==> src/rtl/median_filter_1d.sv <==
// Streaming 1-D median filter: sliding window of the last WINDOW_SIZE
// pixels, sorted by sequential odd-even transposition, median out on ready.
module median_filter_1d #(
    parameter int WINDOW_SIZE = 3,
    parameter int DATA_WIDTH  = 8
) (
    input  logic                  clk,
    input  logic                  rst,
    input  logic [DATA_WIDTH-1:0] new_pixel,
    output logic [DATA_WIDTH-1:0] median_out,
    output logic                  ready,
    output logic                  rdy
);

    localparam int MID = (WINDOW_SIZE - 1) / 2;
    localparam int CW  = $clog2(WINDOW_SIZE + 1);

    typedef enum logic [1:0] {
        LOAD,
        SORT,
        DONE
    } state_t;

    state_t                state;
    logic [CW-1:0]         pass;
    logic [CW-1:0]         fill;
    logic [DATA_WIDTH-1:0] window [WINDOW_SIZE];
    logic [DATA_WIDTH-1:0] s      [WINDOW_SIZE];
    logic [DATA_WIDTH-1:0] s_next [WINDOW_SIZE];

    // Pairs start at even indices on even passes, odd indices on odd passes.
    always_comb begin
        s_next = s;
        for (int i = 0; i < WINDOW_SIZE - 1; i++) begin
            if (i[0] == pass[0] && s[i] > s[i+1]) begin
                s_next[i]   = s[i+1];
                s_next[i+1] = s[i];
            end
        end
    end

    always_ff @(posedge clk or posedge rst) begin
        if (rst) begin
            state      <= LOAD;
            pass       <= '0;
            fill       <= '0;
            median_out <= '0;
            ready      <= 1'b0;
            rdy        <= 1'b0;
            for (int i = 0; i < WINDOW_SIZE; i++) begin
                window[i] <= '0;
                s[i]      <= '0;
            end
        end else begin
            ready <= 1'b0;
            unique case (state)
                LOAD: begin
                    window[0] <= new_pixel;
                    s[0]      <= new_pixel;
                    for (int i = 1; i < WINDOW_SIZE; i++) begin
                        window[i] <= window[i-1];
                        s[i]      <= window[i-1];
                    end
                    pass <= '0;
                    if (fill != CW'(WINDOW_SIZE))
                        fill <= fill + CW'(1);
                    state <= SORT;
                end
                SORT: begin
                    s <= s_next;
                    if (pass == CW'(WINDOW_SIZE - 1))
                        state <= DONE;
                    else
                        pass <= pass + CW'(1);
                end
                DONE: begin
                    median_out <= s[MID];
                    ready      <= 1'b1;
                    if (fill == CW'(WINDOW_SIZE))
                        rdy <= 1'b1;
                    state <= LOAD;
                end
                default: state <= LOAD;
            endcase
        end
    end

endmodule

==> config.mk <==
export PLATFORM = sky130hd
export DESIGN_NAME = median_filter_1d
export DESIGN_NICKNAME = d
export VERILOG_FILES = /design/src/rtl/median_filter_1d.sv
export SDC_FILE = /design/constraint.sdc
export NUM_CORES = 1
export LEC_CHECK = 0
export ABC_CLOCK_PERIOD_IN_PS = 2040
export BUFFER_PORTS_ARGS = -buffer_cell sky130_fd_sc_hd__buf_4
export CAP_MARGIN = 25
export CORE_MARGIN = 2
export CORE_UTILIZATION = 54
export DETAILED_ROUTE_END_ITERATION = 8
export PLACE_DENSITY = 0.75
export SYNTH_ARGS = -nofsm -noshare
export SYNTH_HDL_FRONTEND = slang
export SYNTH_SLANG_ARGS = --single-unit
==> constraint.sdc <==
create_clock -name clk -period 2.04 [get_ports clk]
set_clock_uncertainty 0.1 [all_clocks]
set_input_delay 0 -clock clk [delete_from_list [all_inputs] [get_ports clk]]
set_output_delay 0 -clock clk [all_outputs]
set_load 0.01 [all_outputs]
==> results.sh <==
export IMPL_gp_congestion=0.8935
export IMPL_slew_headroom_pct=57.52
export IMPL_die_w_um=78.04
export IMPL_start_kind="flip-flop"
export IMPL_cts_root_buf="clkbuf_8"
export IMPL_clkSlewWorstSetupHoldPaths_ns=0.10
export IMPL_wl_mm=7.697
export IMPL_fin_crit_sh_pct=112.2
export IMPL_ys_types=34
export IMPL_clk_path_buf_depth=2
export IMPL_initial_core_util_pct=56.87
export IMPL_layout_commonest_cell="buf_4"
export IMPL_met2_usage_pct=39.14
export IMPL_fmax_mhz=437.0
export IMPL_finalSetupViolations=20
export IMPL_vias_per_cell=5.656
export IMPL_drive_gt1_share_pct=45.45
export IMPL_vias=2387
export IMPL_first_pass_iters=4
export IMPL_setup_tns_ns=-3.543
export IMPL_numCtsBuffers=5
export IMPL_status="finished with violations"
export IMPL_grt_util_all_layers_pct=25.14
export IMPL_ys_flop_type="dfrtp_1"
export IMPL_ys_ff_latch=56
export IMPL_hpwl_mm=4.830
export IMPL_drv_slew=0
export IMPL_grt_pass1_vias=2359
export IMPL_violations="negative setup slack"
export IMPL_critPathArrivalTime_ns=2.39
export IMPL_synth_async_reset_ratio_pct=100.0
export IMPL_portBuffers=19
export IMPL_synth_seq_area_share_pct=47.34
export IMPL_synthCells=264
export IMPL_finalNonFillerCells=422
export IMPL_yosysWarnings=0
export IMPL_coreArea_sq_um=5205
export IMPL_hold_violations=0
export IMPL_drt_iter0_markers=209
export IMPL_h_tree_depth=2
export IMPL_clock_latency_ns=0.31
export IMPL_grt_overflow=0
export IMPL_core_rowCount=26
export IMPL_seqCellArea_sq_um=1405
export IMPL_worstMarginPinSlew_ns=0.6362
export IMPL_worstSetupPathType="flip-flop to flip-flop"
export IMPL_maxCapViolations=0
export IMPL_crit_fanout=4
export IMPL_synthAdderAreaFrac_pct=7.608
export IMPL_cp_required_ns=2.14
export IMPL_synth_edf_count=0
export IMPL_route_detailed_drc=0
export IMPL_setup_worst_path_end_class="flip-flop"
export IMPL_nFillCells=342
export IMPL_io_pins=20
export IMPL_syn_area_per_cell_sq_um=11.21
export IMPL_cts_sinks=56
export IMPL_cts_tree="built"
export IMPL_r2r_setup_slack_ns=-0.25
export IMPL_dp_cells=389
export IMPL_layout_setup_ws_ns=-0.2485
export IMPL_fp_dieH_um=78.04
export IMPL_syn_num_nets=292
export IMPL_routedWlPerCell_um=18.24
export IMPL_power_density_nw_per_um2=1114
export IMPL_synth_top_family_by_area="multiplexers"
export IMPL_synth_compound_area_share_pct=12.38
export IMPL_num_antenna_cells=0
export IMPL_hold_slack_ns=0.2197
export IMPL_hp_class="primary input to async pin"
export IMPL_leakage_nw=1.850
export IMPL_rsz0062_at_grt="yes"
export IMPL_peakVddDrop_mv=0.5811
export IMPL_nNetsFinal=379
export IMPL_multi_input_area_sq_um=1625
export IMPL_grt_pass1_wl_mm=11.84
export IMPL_synth_xor_area_share_pct=0.2959
export IMPL_top_usage_layer="met2"
export IMPL_yosys_area_share_simple_pct=9.214
export IMPL_min_period_ns=2.288
export IMPL_final_cell_mix="buf_4, dfrtp_1, mux2_2, a21oi_1, nand2_1"
export IMPL_dieArea_sq_um=6090
export IMPL_synthMuxAreaShare_pct=18.60
export IMPL_grtUsageMet1_pct=36.16
export IMPL_antenna_found_initial=0
export IMPL_grt_max_degree=31
export IMPL_syn_area_sq_um=2960
export IMPL_grt_met3_usage_pct=4.598
export IMPL_area_delta_synth_final_pct=36.64
export IMPL_ant_nets=0
==> path summary, 6_finish.rpt <==
check                                  from                      to  depth (start not counted)
max reg2reg                s[9]$_DFFE_PP0P_       s[12]$_DFFE_PP0P_                          9
min reg2reg                 rdy$_DFFE_PP0P_         rdy$_DFFE_PP0P_                          1
max in group asynchronous               rst       s[13]$_DFFE_PP0P_                          4
min in group clk               new_pixel[0]  window[16]$_DFFE_PP0P_                          3
min                                     rst   window[9]$_DFFE_PP0P_                          3
max                        s[9]$_DFFE_PP0P_       s[12]$_DFFE_PP0P_                          9
==> flip-flops by register name (all words and copies together) (netlist names) <==
name,cells
state,2
median_out,8
ready,1
rdy,1
pass,2
window,16
fill,2
s,24
==> cells in the mapped netlist, types with 6 or more instances <==
| library cell | instances | area, sq um |
|---|---|---|
| dfrtp_1 | 56 | 1401 |
| mux2_2 | 40 | 450.4 |
| a21oi_1 | 22 | 110.1 |
| inv_1 | 19 | 71.32 |
| ha_1 | 18 | 225.2 |
| nand2_1 | 17 | 63.81 |
| o21ai_0 | 13 | 65.06 |
| mux2i_1 | 10 | 100.1 |
| nor2b_1 | 10 | 62.56 |
| and2_1 | 9 | 56.30 |
| a31oi_1 | 8 | 50.05 |
| clkbuf_1 | 6 | 22.52 |
==> cell families (layout without fill, tap and decap cells) <==
family	after synthesis	after routing
AO/OA/AOI/OAI	58	58
XOR/XNOR	1	1
adder cells (fa/ha/maj)	18	18
buffers and inverters	31	118
flip-flops	56	56
multiplexers	50	50
AND/OR/NAND/NOR	50	51
==> per-stage QoR <==
step                      power [mW]  area, sq um  utilization [%]  setup WS (ns)
after floorplan                2.431         3034                -       -0.06239
after global placement         3.166         3567            68.53        -0.1541
after detailed placement       3.270         3567            68.53        -0.2062
after CTS                      4.281         3924            75.38        -0.1771
after global routing           4.748         4045            77.72        -0.2714
final                          4.504         4045            77.72        -0.2485
==> final cells by class <==
| cell class | instances | area share [%] |
|---|---|---|
| tap | 70 | 2.165 |
| timing repair buffer | 91 | 18.50 |
| clock buffer | 6 | 1.794 |
| clock inverter | 2 | 0.8661 |
| inverter | 19 | 1.763 |
| multi-input combinational | 178 | 40.18 |
| sequential | 56 | 34.74 |
==> timing repair <==
action                     CTS  global route
gates cloned                 1             0
pin swaps                   11            12
hold endpoints to repair    44             0
setup endpoints to repair   24            24
setup buffers                9             6
hold buffers                 9             0
resized for setup           18            16
==> where the power goes <==
group	internal [mW]	total (mW)	leakage, nW	switching [mW]
clock network	0.365	0.739	0.0552	0.374
logic	1.25	2.16	1.15	0.907
registers	1.37	1.61	0.644	0.232
total	2.99	4.50	1.85	1.51
==> metal layers <==
| layer | up-vias | routed length [um] |
|---|---|---|
| li1 | 1114 | - |
| met4 | 0 | 131 |
| met2 | 85 | 3655 |
| met5 | - | 0 |
| met1 | 1176 | 3451 |
| met3 | 12 | 459 |
==> critical path, cell delays in order, from the launching register on <==
cell and delay (ns):
dfrtp_1 0.44, buf_6 0.14, ha_4 0.25, nand4_1 0.09
or2_1 0.25, and4b_4 0.21, a21oi_4 0.16, o21ai_4 0.09
buf_6 0.14, mux2_4 0.31
Power figures use the tool's default switching activity.
